**src/rtl/nibble_serial_adder.sv**
```systemverilog
// -----------------------------------------------------------------------------
// nibble_serial_adder
//
// Purpose: computes a wide sum s = a + b + cin one 4-bit nibble per clock. A
// single 4-bit carry-select slice is reused for every nibble. The carry out of
// nibble k is registered and becomes the carry-in of nibble k+1 on the next
// cycle, so no combinational carry path runs between nibbles.
//
// Parameters:
//   NIBBLES  number of nibbles (1..16); operand width W = 4*NIBBLES
//
// Ports:
//   clk    in   1  clock, rising edge
//   rst_n  in   1  asynchronous active-low reset
//   start  in   1  request a new add (sampled only in IDLE or DONE)
//   a, b   in   W  operands, latched on an accepted start
//   cin    in   1  carry into nibble 0, latched on an accepted start
//   s      out  W  sum, valid from done until the next accepted start
//   cy     out  1  carry out of the top nibble (bit W of a+b+cin)
//   ovf    out  1  two's-complement signed overflow
//   busy   out  1  high while nibbles are being processed
//   done   out  1  one-cycle pulse when s/cy/ovf become valid
// -----------------------------------------------------------------------------

// 4-bit carry-select slice: the low two bits ripple from cin while the high
// two bits are precomputed for both carry values and selected by the low
// half's carry-out.
module carry_select_slice4 (
   input  logic [3:0] i_a,
   input  logic [3:0] i_b,
   input  logic       i_cin,
   output logic [3:0] o_sum,
   output logic       o_cout
);
   logic [2:0] w_lo;
   logic [2:0] w_hi0;
   logic [2:0] w_hi1;
   logic [2:0] w_hi;

   assign w_lo   = {1'b0, i_a[1:0]} + {1'b0, i_b[1:0]} + {2'b00, i_cin};
   assign w_hi0  = {1'b0, i_a[3:2]} + {1'b0, i_b[3:2]};
   assign w_hi1  = {1'b0, i_a[3:2]} + {1'b0, i_b[3:2]} + 3'd1;
   assign w_hi   = w_lo[2] ? w_hi1 : w_hi0;
   assign o_sum  = {w_hi[1:0], w_lo[1:0]};
   assign o_cout = w_hi[2];
endmodule

module nibble_serial_adder #(
   parameter  int NIBBLES = 4,
   localparam int W       = 4 * NIBBLES
) (
   input  logic         clk,
   input  logic         rst_n,
   input  logic         start,
   input  logic [W-1:0] a,
   input  logic [W-1:0] b,
   input  logic         cin,
   output logic [W-1:0] s,
   output logic         cy,
   output logic         ovf,
   output logic         busy,
   output logic         done
);
   localparam int IW = $clog2(NIBBLES + 1);
   localparam logic [IW-1:0] IDX_LAST = IW'(NIBBLES - 1);

   typedef enum logic [1:0] {
      IDLE = 2'd0,
      RUN  = 2'd1,
      DONE = 2'd2
   } state_t;

   state_t        r_state;
   logic [W-1:0]  r_a_sh;
   logic [W-1:0]  r_b_sh;
   logic          r_c;
   logic [IW-1:0] r_idx;
   logic [W-1:0]  r_s;
   logic          r_cy;
   logic          r_ovf;
   logic          r_am;
   logic          r_bm;

   logic [3:0]    w_nsum;
   logic          w_ncarry;
   logic [W-1:0]  w_s_next;

   carry_select_slice4 u_slice (
      .i_a    (r_a_sh[3:0]),
      .i_b    (r_b_sh[3:0]),
      .i_cin  (r_c),
      .o_sum  (w_nsum),
      .o_cout (w_ncarry)
   );

   // New nibble enters at the top of the result register; after NIBBLES
   // passes nibble 0 has walked down to bits [3:0]. Written as a shift of the
   // concatenation so it also holds for a single-nibble configuration.
   assign w_s_next = W'({w_nsum, r_s} >> 4);

   // NOTE: all state uses non-blocking assignments so every register samples
   // the pre-edge values; the async reset clears all of it, including outputs.
   always_ff @(posedge clk or negedge rst_n) begin
      if (!rst_n) begin
         r_state <= IDLE;
         r_a_sh  <= '0;
         r_b_sh  <= '0;
         r_c     <= 1'b0;
         r_idx   <= '0;
         r_s     <= '0;
         r_cy    <= 1'b0;
         r_ovf   <= 1'b0;
         r_am    <= 1'b0;
         r_bm    <= 1'b0;
      end else begin
         case (r_state)
            IDLE, DONE: begin
               if (start) begin
                  r_a_sh  <= a;
                  r_b_sh  <= b;
                  r_c     <= cin;
                  r_am    <= a[W-1];
                  r_bm    <= b[W-1];
                  r_idx   <= '0;
                  r_state <= RUN;
               end else begin
                  r_state <= IDLE;
               end
            end
            RUN: begin
               r_s    <= w_s_next;
               r_c    <= w_ncarry;
               r_a_sh <= r_a_sh >> 4;
               r_b_sh <= r_b_sh >> 4;
               r_idx  <= r_idx + 1'b1;
               if (r_idx == IDX_LAST) begin
                  // Last nibble: its sum bit 3 is the new result MSB.
                  r_cy    <= w_ncarry;
                  r_ovf   <= (r_am == r_bm) && (w_nsum[3] != r_am);
                  r_state <= DONE;
               end
            end
            default: r_state <= IDLE;
         endcase
      end
   end

   assign s    = r_s;
   assign cy   = r_cy;
   assign ovf  = r_ovf;
   assign busy = (r_state == RUN);
   assign done = (r_state == DONE);
endmodule

```
**config.mk**
```make
export PLATFORM = sky130hd
export DESIGN_NAME = nibble_serial_adder
export DESIGN_NICKNAME = d
export VERILOG_FILES = /design/src/rtl/nibble_serial_adder.sv
export SDC_FILE = /design/constraint.sdc
export NUM_CORES = 1
export LEC_CHECK = 0
export CAP_MARGIN = 20
export CORE_UTILIZATION = 40
export CTS_CLUSTER_DIAMETER = 150
export DETAILED_ROUTE_END_ITERATION = 16
export HOLD_SLACK_MARGIN = 0.02
export PLACE_DENSITY = 0.65
export SLEW_MARGIN = 20
export SYNTH_ARGS = -nofsm -noshare
export SYNTH_HDL_FRONTEND = slang
export SYNTH_SLANG_ARGS = --single-unit
```
**constraint.sdc**
```tcl
create_clock -name clk -period 3.7 [get_ports clk]
set_input_delay 0.74 -clock clk [delete_from_list [all_inputs] [get_ports clk]]
set_output_delay 0.74 -clock clk [all_outputs]
set_load 0.02 [all_outputs]
```
==> results.yml, run 1 <==
outcome:
  outcome: "finished, final reports clean"
floorplan:
  initial_core_util: 0.425
  die_area_sq_um: 6810
  rows: 28
  core_sq_um: 6100
  io_pins: 56
  die_w_microns: 82.5
  die_h_microns: 82.5
run:
  drv_cap: 0
power_and_ir_drop:
  power_w: 0.00321
  internal_power_w: 0.00196
  p_seq_frac: 0.350
  p_sw_frac: 0.389
  peakVddDrop_v: 0.000531
  p_sw_w: 0.00125
  p_leak_nw: 1.57
  p_per_area_nw_per_um2: 956
  clockPowerShare: 0.199
  combPwrFrac: 0.450
setup_path:
  cpMaxStageDelayCell: "clkdlybuf4s50_1"
  crit_chain: "nand2b_2 > inv_4 > clkdlybuf4s50_1"
  path_class: "flop to primary output"
  cp_num_buf_inv: 2
  max_stage_delay_ps: 640
  worstPathRequired_ps: 2960
  cp_max_fo: 19
  cp_top_family: "buffers and inverters"
  arrival_ps: 1740
  critPathCaptureType: "primary output"
  startpoint_type: "flop"
placed_design:
  hpwl_microns: 3440
  place_ws_ps: 1200
  place_congestion: 0.763
  io_buffers: 55
timing:
  finalCritPeriodShare: 0.669
  rsz0062_at_grt: "false"
  fin_worst_skew_ps: 7.77
  max_slew_margin: 0.325
  max_freq_mhz: 404
  worst_pin_slew_ps: 1010
  worst_slack_ps: 1220
  slew_violations: 0
  setup_tns_ps: 0
  finalCriticalPeriod_ps: 2480
  setup_viol: 0
  hold_viol_final: 0
synthesis:
  synthDistinctLibCells: 25
  synth_ff_type: "dfrtp_1"
  ys.warnings.count: 0
  syn-num-nets: 316
  ys_ff_latch: 58
  synth_enable_flop_cells: 0
  synthArstFlopShare: 1.00
  synthCells: 273
  yosysSeqAreaShare: 0.560
  syn_area_per_cell_sq_um: 9.50
  synthesis.area_sq_um: 2590
detailed_routing:
  wl_met2_microns: 2400
  antenna_left: 0
  route.top_layer_used: "met4"
  vias: 1983
  totalWireLength_microns: 5210
  viasPerCell: 4.88
  first_iter_violations: 90
  dr_wl_met3_microns: 232
  dr.pass1.iters: 4
  met1_length_microns: 2510
  wl_per_cell_microns: 12.8
  drc: 0
cts:
  clock_sinks: 58
  clk_pin_slew_worst_paths_ps: 70
  post_cts_buffers: 0
  clockBufferDepth: 2
  clock_latency_ps: 340
  cts_hold_buf: 0
  cts_max_level: 3
  cts_made_buffers: 9
  cts_tree: "done"
  root_buffer: "clkbuf_8"
  cts_resized: 0
global_route:
  grt_overflow: 0
  grt_usage: 0.180
  grt_max_degree: 72
  grt_pass1_wl_microns: 8980
  grt_pass1_vias: 1999
  antenna_found_initial: 0
layout:
  synthToLayoutAreaGrowth_pct: 29.5
  layout_common_cells: "nand2_1, dfrtp_1, clkdlybuf4s50_1"
  final_common_cell: "nand2_1"
  n_antenna_cell: 0
  fillers: 590
  layout.nets: 369
  drive_gt1_frac: 0.0816
  utilization: 0.551
min_path:
  min_path_type: "input pin to async pin"
-- area by class of cell --
type	instances	area [sq um]	area share
Inverter	11	43.8	0.0130
Tap cell	75	93.8	0.0279
Clock buffer	10	138	0.0410
Multi-Input combinational cell	188	982	0.292
Timing Repair Buffer	58	571	0.170
Clock inverter	6	80.1	0.0238
Sequential cell	58	1450	0.432
-- power groups by stage --
stage                     sequential [W]  clock, W  combinational [W]
final                            0.00113  0.000640            0.00145
after global routing             0.00116  0.000682            0.00168
after CTS                        0.00113  0.000653            0.00147
after detailed placement         0.00114         0            0.00147
after global placement           0.00113         0            0.00143
after floorplan                  0.00121         0           0.000985
-- per-stage QoR --
stage	area [sq um]	cells	hold slack, ps
after global placement	3140	390	456
after CTS	3360	406	479
after floorplan	2590	273	444
after detailed placement	3140	390	463
after global routing	3360	406	467
final	3360	406	416
-- worst paths after layout --
check	start	cells after the start	end	slack, ps
setup / recovery	r_state[1]	3	busy	1220
hold / removal	rst_n	1	s[10]	420
setup reg to reg	r_b_sh[2]	8	ovf	1550
hold reg to reg	s[3]	2	s[3]	470
max in group asynchronous	rst_n	2	r_idx[1]	2670
min in group clk	s[3]	2	s[3]	470
-- layer usage --
metal  vias up  track usage
li1        999            -
met1       926        0.226
met2        53        0.288
met3         5       0.0407
met4         0       0.0948
met5         -            0
-- cells by family (layout without fill, tap and decap cells) --
logic type / Yosys count / in the layout / synth area share
compound gates: 42 / 42 / 0.110
xor+xnor: 2 / 2 / 0.00675
fa+ha+maj: 7 / 7 / 0.0425
buf+inv: 27 / 85 / 0.0637
flops: 58 / 58 / 0.560
mux: 3 / 3 / 0.0116
simple gates: 134 / 134 / 0.206
-- sequential cells by signal, summed over array words and instances, names as in the netlist --
register and count:
cy 1, ovf 1, r_a_sh 16, r_am 1, r_b_sh 16, r_bm 1, r_c 1, r_idx 3
r_state 2, s 16
-- synthesized netlist by cell type, types with 2 or more instances --
| master | instances | area [sq um] |
|---|---|---|
| nand2b_1 | 2 | 12.5 |
| dfrtp_1 | 58 | 1450 |
| fa_1 | 3 | 60.1 |
| and2_4 | 2 | 17.5 |
| buf_2 | 7 | 35.0 |
| nor2b_1 | 2 | 12.5 |
| xnor2_1 | 2 | 17.5 |
| buf_4 | 4 | 30.0 |
| mux2i_1 | 3 | 30.0 |
| o21ai_0 | 5 | 25.0 |
| nor2_1 | 26 | 97.6 |
| inv_1 | 10 | 37.5 |
| buf_6 | 5 | 56.3 |
| ha_1 | 4 | 50.1 |
| a31oi_1 | 24 | 150 |
| a22o_1 | 9 | 78.8 |
| nand2_1 | 99 | 372 |
Note: power is estimated with default switching activity, not from simulation.
==> inputs of run 2 (changes only) <==
PLACE_DENSITY = 0.68   (was 0.65)
clock period = 2.2 ns   (was 3.7 ns; I/O delays follow)
==> results.yml, run 2 (synthesis results as in run 1) <==
timing:
  hold_viol_final: 0
  max_slew_margin: 0.551
  slew_violations: 0
  finalCriticalPeriod_ps: 2130
  max_freq_mhz: 470
  worst_slack_ps: 70.2
  worst_pin_slew_ps: 674
  finalCritPeriodShare: 0.968
  setup_tns_ps: 0
  setup_viol: 0
  fin_worst_skew_ps: 5.08
  rsz0062_at_grt: "false"
global_route:
  antenna_found_initial: 0
  grt_max_degree: 72
  grt_pass1_vias: 1940
  grt_usage: 0.177
  grt_overflow: 0
  grt_pass1_wl_microns: 8810
cts:
  clockBufferDepth: 2
  cts_made_buffers: 9
  cts_hold_buf: 0
  cts_tree: "done"
  clock_sinks: 58
  clk_pin_slew_worst_paths_ps: 60
  root_buffer: "clkbuf_8"
  clock_latency_ps: 330
  cts_max_level: 3
layout:
  fillers: 577
  layoutNonFillerInstCount: 408
  drive_gt1_frac: 0.0871
  final_common_cell: "nand2_1"
  layout.nets: 372
  n_antenna_cell: 0
  layout_common_cells: "nand2_1, dfrtp_1, clkdlybuf4s50_1"
  synthToLayoutAreaGrowth_pct: 29.0
floorplan:
  initial_core_util: 0.425
  rows: 28
  die_area_sq_um: 6810
  io_pins: 56
  core_sq_um: 6100
  die_w_microns: 82.5
  die_h_microns: 82.5
setup_path:
  arrival_ps: 2380
  reg2reg_slack_ps: 70
  path_class: "flop to flop"
  cp_max_fo: 3
  critPathCaptureType: "flop"
  startpoint_type: "flop"
  r2r_start: "r_a_sh[2]"
  reg2reg_depth: 8
  worstPathRequired_ps: 2450
  reg2reg_to: "ovf"
placed_design:
  hpwl_microns: 3430
  place_ws_ps: 54.2
  place_congestion: 0.730
  io_buffers: 55
  dp.cells: 392
power_and_ir_drop:
  combPwrFrac: 0.486
  p_seq_frac: 0.365
  p_sw_frac: 0.407
  p_leak_nw: 1.56
  peakVddDrop_v: 0.00106
  p_sw_w: 0.00213
  clockPowerShare: 0.149
  internal_power_w: 0.00310
  p_per_area_nw_per_um2: 1560
detailed_routing:
  totalWireLength_microns: 5320
  vias: 2014
  antenna_left: 0
  viasPerCell: 4.94
  wl_per_cell_microns: 13.0
  drc: 0
  first_iter_violations: 111
  dr.pass1.iters: 7
outcome:
  outcome: "finished, final reports clean"
run:
  drv_cap: 0
min_path:
  min_path_type: "input pin to async pin"
-- run 2: cell count changes in the layout (fill, tap and decap cells not counted), sizes merged --
cell / change
clkbuf: +1
bufinv: -2
buf: +3
-- run 2: power by group through the flow --
| stage | logic, W | registers [W] | clock network (W) |
|---|---|---|---|
| after CTS | 0.00255 | 0.00191 | 0.000804 |
| final | 0.00254 | 0.00191 | 0.000782 |
| after detailed placement | 0.00253 | 0.00193 | 0 |
| after global placement | 0.00243 | 0.00190 | 0 |
| after global routing | 0.00288 | 0.00197 | 0.000842 |
| after floorplan | 0.00166 | 0.00203 | 0 |
-- run 2: critical path: stages, from the launching register on --
cell     delay (ps)
dfrtp_1         360
ha_2            160
inv_1            40
fa_1            520
inv_1            50
ha_1            270
and2_4          170
or3_4           360
a31oi_2         120
-- run 2: layout make-up --
class                      instances  area [sq um]  share of cell area
sequential                        58          1450               0.434
clock buffer                      11           131              0.0393
inverter                          11          43.8              0.0131
multi-input combinational        188           990               0.296
tap                               75          93.8              0.0280
timing repair buffer              61           616               0.184
clock inverter                     4          20.0             0.00598
-- run 2: repair_timing --
action / 4_1_cts / 5_1_grt
buffers inserted: 0 / 1
endpoints found under the setup margin: 0 / 1
resized for setup: 0 / 2
hold endpoints to repair: 0 / 0
-- run 2: layer usage --
metal / GRT usage / vias to the layer above / part of all wire
li1: - / 1000 / -
met3: 0.0407 / 8 / 0.051
met4: 0.0931 / 0 / 0.017
met2: 0.285 / 61 / 0.46
met5: 0 / - / 0
met1: 0.222 / 945 / 0.47
-- run 2: worst max path at each step --
stage                          from  slack (ps)   to
after floorplan           r_a_sh[2]         170  ovf
after global placement    r_a_sh[2]         150  ovf
after detailed placement  r_a_sh[2]          50  ovf
after CTS                 r_a_sh[2]          60  ovf
after global routing      r_a_sh[2]           3  ovf
final                     r_a_sh[2]          70  ovf
-- run 2: per-stage QoR --
step	cell area (sq um)	util	hold slack (ps)	power, W
floorplan	2590	-	144	0.00368
global placement	3180	0.522	458	0.00434
detailed placement	3180	0.522	462	0.00445
CTS	3330	0.546	108	0.00526
global route	3350	0.549	117	0.00570
finish	3350	0.549	102	0.00523
